### src/rtl/ysyx_22050854_ifu.sv
// Instruction fetch unit: one outstanding imem request, holds one fetched
// word for decode, and handles redirects, sticky halt and stale responses.
module ysyx_22050854_ifu #(
  parameter logic [63:0] RESET_PC = 64'h0000_0000_8000_0000
) (
  input  logic        clk,
  input  logic        rst_n,
  output logic        imem_req_valid,
  input  logic        imem_req_ready,
  output logic [63:0] imem_addr,
  input  logic        imem_rsp_valid,
  input  logic [31:0] imem_rdata,
  input  logic        redirect_valid,
  input  logic [63:0] redirect_pc,
  input  logic        halt,
  output logic        id_valid,
  input  logic        id_ready,
  output logic [31:0] id_instr,
  output logic [63:0] id_pc,
  output logic [63:0] fetch_cnt
);

  typedef enum logic [1:0] {
    S_REQ,
    S_WAIT,
    S_HOLD,
    S_HALTED
  } state_e;

  state_e      state_q, state_d;
  logic [63:0] pc_q, pc_d;
  logic        drop_q, drop_d;
  logic        halt_q, halt_d;
  logic [63:0] cnt_q, cnt_d;
  logic [31:0] instr_q, instr_d;
  logic [63:0] ipc_q, ipc_d;

  always_ff @(posedge clk or negedge rst_n) begin
    if (!rst_n) begin
      state_q <= S_REQ;
      pc_q    <= RESET_PC;
      drop_q  <= 1'b0;
      halt_q  <= 1'b0;
      cnt_q   <= 64'd0;
      instr_q <= 32'h0;
      ipc_q   <= 64'd0;
    end else begin
      state_q <= state_d;
      pc_q    <= pc_d;
      drop_q  <= drop_d;
      halt_q  <= halt_d;
      cnt_q   <= cnt_d;
      instr_q <= instr_d;
      ipc_q   <= ipc_d;
    end
  end

  always_comb begin
    state_d = state_q;
    pc_d    = pc_q;
    drop_d  = drop_q;
    halt_d  = halt_q | halt;
    cnt_d   = cnt_q;
    instr_d = instr_q;
    ipc_d   = ipc_q;
    unique case (state_q)
      S_REQ: begin
        if (redirect_valid) pc_d = redirect_pc;
        // an accepted request always completes; redirect marks it stale
        if (imem_req_ready) begin
          state_d = S_WAIT;
          drop_d  = redirect_valid;
        end else if (halt_d) begin
          state_d = S_HALTED;
        end
      end
      S_WAIT: begin
        if (redirect_valid) pc_d = redirect_pc;
        if (imem_rsp_valid) begin
          drop_d = 1'b0;
          if (redirect_valid || drop_q) begin
            state_d = S_REQ;
          end else begin
            state_d = S_HOLD;
            instr_d = imem_rdata;
            ipc_d   = pc_q;
          end
        end else if (redirect_valid) begin
          drop_d = 1'b1;
        end
      end
      S_HOLD: begin
        if (redirect_valid) begin
          pc_d    = redirect_pc;
          state_d = S_REQ;
        end else if (id_ready) begin
          pc_d    = pc_q + 64'd4;
          cnt_d   = cnt_q + 64'd1;
          state_d = halt_d ? S_HALTED : S_REQ;
        end
      end
      S_HALTED: begin
        state_d = S_HALTED;
      end
    endcase
  end

  assign imem_req_valid = (state_q == S_REQ);
  assign imem_addr      = pc_q;
  assign id_valid       = (state_q == S_HOLD);
  assign id_instr       = instr_q;
  assign id_pc          = ipc_q;
  assign fetch_cnt      = cnt_q;

endmodule
### config.mk
export PLATFORM = sky130hd
export DESIGN_NAME = ysyx_22050854_ifu
export DESIGN_NICKNAME = d
export VERILOG_FILES = /design/src/rtl/ysyx_22050854_ifu.sv
export SDC_FILE = /design/constraint.sdc
export NUM_CORES = 1
export LEC_CHECK = 0
export ABC_AREA = 1
export BUFFER_PORTS_ARGS = -buffer_cell sky130_fd_sc_hd__buf_2
export CORE_ASPECT_RATIO = 0.5
export CORE_MARGIN = 2
export CORE_UTILIZATION = 33
export CTS_CLUSTER_SIZE = 10
export DETAILED_ROUTE_END_ITERATION = 8
export GPL_TIMING_DRIVEN = 1
export HOLD_SLACK_MARGIN = 0.12
export PLACE_DENSITY = 0.57
export SYNTH_ARGS = -nofsm -noshare
export SYNTH_HDL_FRONTEND = slang
export SYNTH_SLANG_ARGS = --single-unit
### constraint.sdc
create_clock -name clk -period 2.4 [get_ports clk]
set_input_delay 0.12 -clock clk [delete_from_list [all_inputs] [get_ports clk]]
set_output_delay 0.12 -clock clk [all_outputs]
set_load 0.05 [all_outputs]
# Word-level counts from Yosys, hierarchy flattened
# Cells that the tools add are included.
# classes
add_sub_neg	2
eq_ne	9
n_mux	16
n_bitwise	3
n_reduce_logical	10
# ops
operator	n
64-bit 2-to-1 mux	3
64-bit one-hot mux with 2 select lines	1
64-bit by 1-bit adder with 64-bit output, second input constant	1
64-bit by 3-bit adder with 64-bit output, second input constant	1
3-bit AND reduction	5
2-bit 2-to-1 mux	7
2-bit one-hot mux with 4 select lines	1
2-bit == test, second input constant	2
2-bit by 1-bit != test with 1-bit output, second input constant	2
2-bit nonzero test	2
1-bit 2-to-1 mux	3
3-bit by 1-bit != test with 1-bit output, second input constant	1
3-bit by 2-bit != test with 1-bit output, second input constant	1
3-bit != test, second input constant	1
2-bit by 1-bit == test with 1-bit output, second input constant	1
2-bit logical NOT	1
2-bit != test, second input constant	1
1-bit NOT	2
1-bit one-hot mux with 2 select lines	1
2-bit OR reduction	1
1-bit logical OR	1
1-bit OR	1
# totals
ff_bits	228
inputBits	103
output_inout_bits	226
elab_cells	47

# Logic depth before layout (Yosys ltp)
# logic_depth
word_depth	5
mapped_depth	12

# Worst setup path after synthesis
# OpenSTA, ideal clock, no wires.
# synth_timing
path_kind	register -> register
start	register pc_q[3] (netlist: imem_addr[3])
end	register pc_q[34] (netlist: imem_addr[34])
arrival_time_ns	1.874
required_ns	2.271
path_slack_ns	0.398
stages_incl_launch_ff	11
n_path_buf	0
cell_sequence	dfrtp_1 > ha_1 > nand2_1 > nor2_4 > nand2_1 > nor2_2 > nand2_1 > nand2_1 > nand2_1 > nor2_1 > o22ai_1
# synth_between
elab_chain_len	4
# synth_rtl
item	line	text
from (decl)	31	logic [63:0] pc_q, pc_d;
from (signal assigned)	49	pc_q <= pc_d;
64-bit by 3-bit adder with 64-bit output	97	pc_d = pc_q + 64'd4;
64-bit 2-to-1 mux	96	end else if (id_ready) begin
64-bit 2-to-1 mux	93	if (redirect_valid) begin
64-bit one-hot mux with 2 select lines	66	unique case (state_q)
# No other way between the ends. The select of a mux whose other input is x is not followed.
# A chain may end at the register's enable or synchronous reset.

# Worst setup path after layout
# layout_timing
start	register pc_q[3] (netlist: imem_addr[3])
end	register pc_q[62] (netlist: imem_addr[62])
# The elaborated chain is that of the path after synthesis.

==> impl.org <==
** Outcome
- The flow ran to the end, and the final reports show no timing, DRC or antenna violations.

** Routing
- Dividing the detail-routed wire length by the instance count gives 18.0 um.
- Using the TritonRoute via totals, the vias-per-cell ratio works out to 4.80.
- In the routed design, unresolved DRC markers number 0.
- The first detailed-routing pass took 6 iterations.
- The detail route stage leaves a number of antenna-violating nets equal to 0.
- Violation count after the first detailed-route iteration :: 1226
- The final route contains 13500 vias.
- The routed design has 50600 um of wire.

** Finish
- In the final layout, the share of cells above drive strength 1 is 0.208.
- Filler cell count in the final layout :: 4033
- In the final design database the tool counted 2373 nets.
- Total area of sequential cells :: 5710 um^2
- Area occupied by multi-input gates :: 6360 um^2
- Area delta synth->final :: 32.7%
- Diodes inserted :: 0
- Measured on the finished design, the core utilization comes to 0.444.

** Critical path
- Of all nets on the critical path, the largest fanout is 8.
- Kind of start point of the critical path :: register
- Startpoint-to-endpoint class of the critical path :: register to register
- For the worst setup path, the data required time is 2.85 ns.
- STA classifies the critical path endpoint as a register.
- For the worst setup path, the data arrival time is 2.69 ns.

** Logic synthesis
- Fraction of the yosys area taken by sequential cells :: 0.439
- By count the netlist is led by 624 x nand2_1, 263 x nor2_1, 227 x dfrtp_1.
- Counting every instance in the synthesized netlist gives 1825.
- The synthesized netlist contains 36 unique library cells.
- Cell types occupying the most area after synthesis :: dfrtp_1 44%, nand2_1 18%, nor2_1 7.6%
- In this run, synthesis inferred 0 flip-flops with an integrated enable.
- Post-synthesis sequential element count :: 228
- Count leader, synth :: nand2_1
- Summing every instance area after synthesis gives 13000 um^2.
- Synthesized netlist net count :: 1930
- The largest total area in the synthesized netlist belongs to dfrtp_1.
- Ys flop type :: dfrtp_1
- Post-Synthesis Mean Instance Area :: 7.13 um^2
- In the synthesized netlist the async set-or-reset flop fraction comes to 1.00.
- Synth Warn # :: 0
- Area share of the leading cell type in the synthesized netlist :: 0.437

** Clocking
- Max Buffers Root-to-Sink :: 3
- At the later pin of the worst-skew pair, clock insertion delay measures 0.56 ns.
- Clock transition at path regs :: 0.06 ns
- Deepest level of the CTS H-tree :: 1
- Clock tree synthesis selected as its root buffer the cell clkbuf_16.
- For this design, the sink count on the clock tree is 228.
- Clock tree synthesis inserted a total of 27 buffers.
- TritonCTS built the clock tree.

** Die
- Row generation in the floorplan step produced 51 rows.
- The initial utilization of the core area, before any placement, comes to 0.335.
- Core area :: 38900 um^2
- 329 I/O pins were placed.
- The die covers 41100 um^2.
- Die outline width :: 285 um
- Vertical extent of the die :: 144 um

** Placed design
- HPWL reported at the end of detailed placement :: 38600 um
- The congestion estimate from routability-driven global placement came to 0.976.
- Number of port buffers :: 328

** Global routing
- Entering global routing, the biggest net connects 109 pins.
- The via count of the first global-routing pass is 12800.
- Across every metal layer, demand over resource in global routing totals 0.240.
- Wire length of the first global-routing pass :: 75900 um
- The number of antenna violations at the first check in global routing is 0.
- Congestion Overflow GR :: 0

** Pwr
- IR drop worst, VDD :: 869 uV
- Summed over all cells, the static leakage comes to 8.58 nW.
- In this run the power density over the cells is 1300 nW/um^2.

** Worst hold path
- The min-delay analysis places its worst path in the category primary input to asynchronous set/reset pin.

** STA
- Timing would allow up to 0.445 GHz.
- Final Max Tran Viols :: 0
- Setup-violating endpoint count in the final report :: 0
- Final Hold Vio Count :: 0
- Unrepaired setup endpoints after global routing :: false
- Summed over all failing endpoints, the final setup total negative slack is 0 ns.
- Relative slew slack :: 0.584
- At the pin with the least slew margin, the transition time is 0.623 ns.
- On the final layout, the worst clock skew is 0.0176 ns.
- Dividing the final minimum period by the clock period gives 0.936.
- Post-route minimum period :: 2.25 ns

** Flow run
- Across the run, the number of max-cap violations was 0.
==> cells in the final DEF (no fill, tap or decap), drive strengths merged, types with 2 or more instances in the layout <==
cell and instances:
or2 8, mux2 46, nor2 277, xor2 35, ha 2, inv 193
nand3 101, xnor2 19, o21ai 159, nor3 16, nand3b 4, a21oi 18
clkbuf 39, o22ai 10, dlygate4sd3 104, dfrtp 227, nand4 23, buf 359
nand2 630
==> per-stage QoR <==
step,total power [W],hold slack (ns),worst slack [ns],instances,instance area [um^2]
final,0.0224,0.121,0.155,2810,17300
after detailed placement,0.0184,0.129,0.223,2663,15400
after global routing,0.0237,0.159,0.0129,2810,17300
after floorplan,0.0148,-0.176,0.398,1825,13000
after global placement,0.0184,0.137,0.188,2663,15400
after CTS,0.0225,0.134,0.0887,2808,17200
==> registers in the layout, summed over array words and instances (netlist names) <==
name and flops:
id_instr 32, state_q 2, drop_q 1, halt_q 1
imem_addr 64, fetch_cnt 64, id_pc 64
==> logic make-up after synthesis <==
group                    synth area share
adder cells (fa/ha/maj)           0.00192
AO/OA/AOI/OAI                      0.0759
buffers and inverters              0.0737
XOR/XNOR                           0.0364
flip-flops                          0.439
multiplexers                       0.0398
AND/OR/NAND/NOR                     0.334
==> where the power goes <==
| group | switching, W | internal [W] | total (W) |
|---|---|---|---|
| sequential | 0.00159 | 0.00531 | 0.00690 |
| combinational | 0.00887 | 0.00281 | 0.0117 |
| clock | 0.00169 | 0.00216 | 0.00385 |
| total | 0.0121 | 0.0103 | 0.0224 |
==> per-layer routing <==
layer,share of wire,track usage
met3,0.047,0.0289
met2,0.49,0.419
met5,0,0
met1,0.44,0.315
met4,0.026,0.0665
==> layout make-up <==
type                       instances  share of cell area
tap                              530              0.0384
timing repair buffer             463               0.175
clock inverter                     2            0.000798
inverter                         193              0.0422
clock buffer                      39              0.0441
sequential                       228               0.331
multi-input combinational       1355               0.368
==> repair_timing <==
action                     CTS  global route
buffers inserted             0             2
setup endpoints to repair    0             2
hold endpoints to repair   331             0
hold buffers               104             0
resized for setup            0             1
==> critical path: stages, from the launching register on <==
cell	delay, ns
dfrtp_1	0.47
ha_1	0.26
nand2_1	0.12
nor2_4	0.26
inv_1	0.11
nor2_1	0.26
nand2_1	0.23
o21ai_0	0.23
nand3_1	0.09
nand2_1	0.07
nand2_1	0.04
==> final timing paths <==
path	start	endpoint	slack, ns	cells past startpoint
setup / recovery	imem_addr[3]	imem_addr[62]	0.15	10
hold / removal	rst_n	imem_addr[17]	0.12	2
setup reg to reg	imem_addr[3]	imem_addr[62]	0.15	10
hold reg to reg	fetch_cnt[63]	fetch_cnt[63]	0.48	1
max in group asynchronous	rst_n	fetch_cnt[48]	1.48	3
min in group clk	halt	halt_q	0.33	4
(Power assumes the default switching activity.)
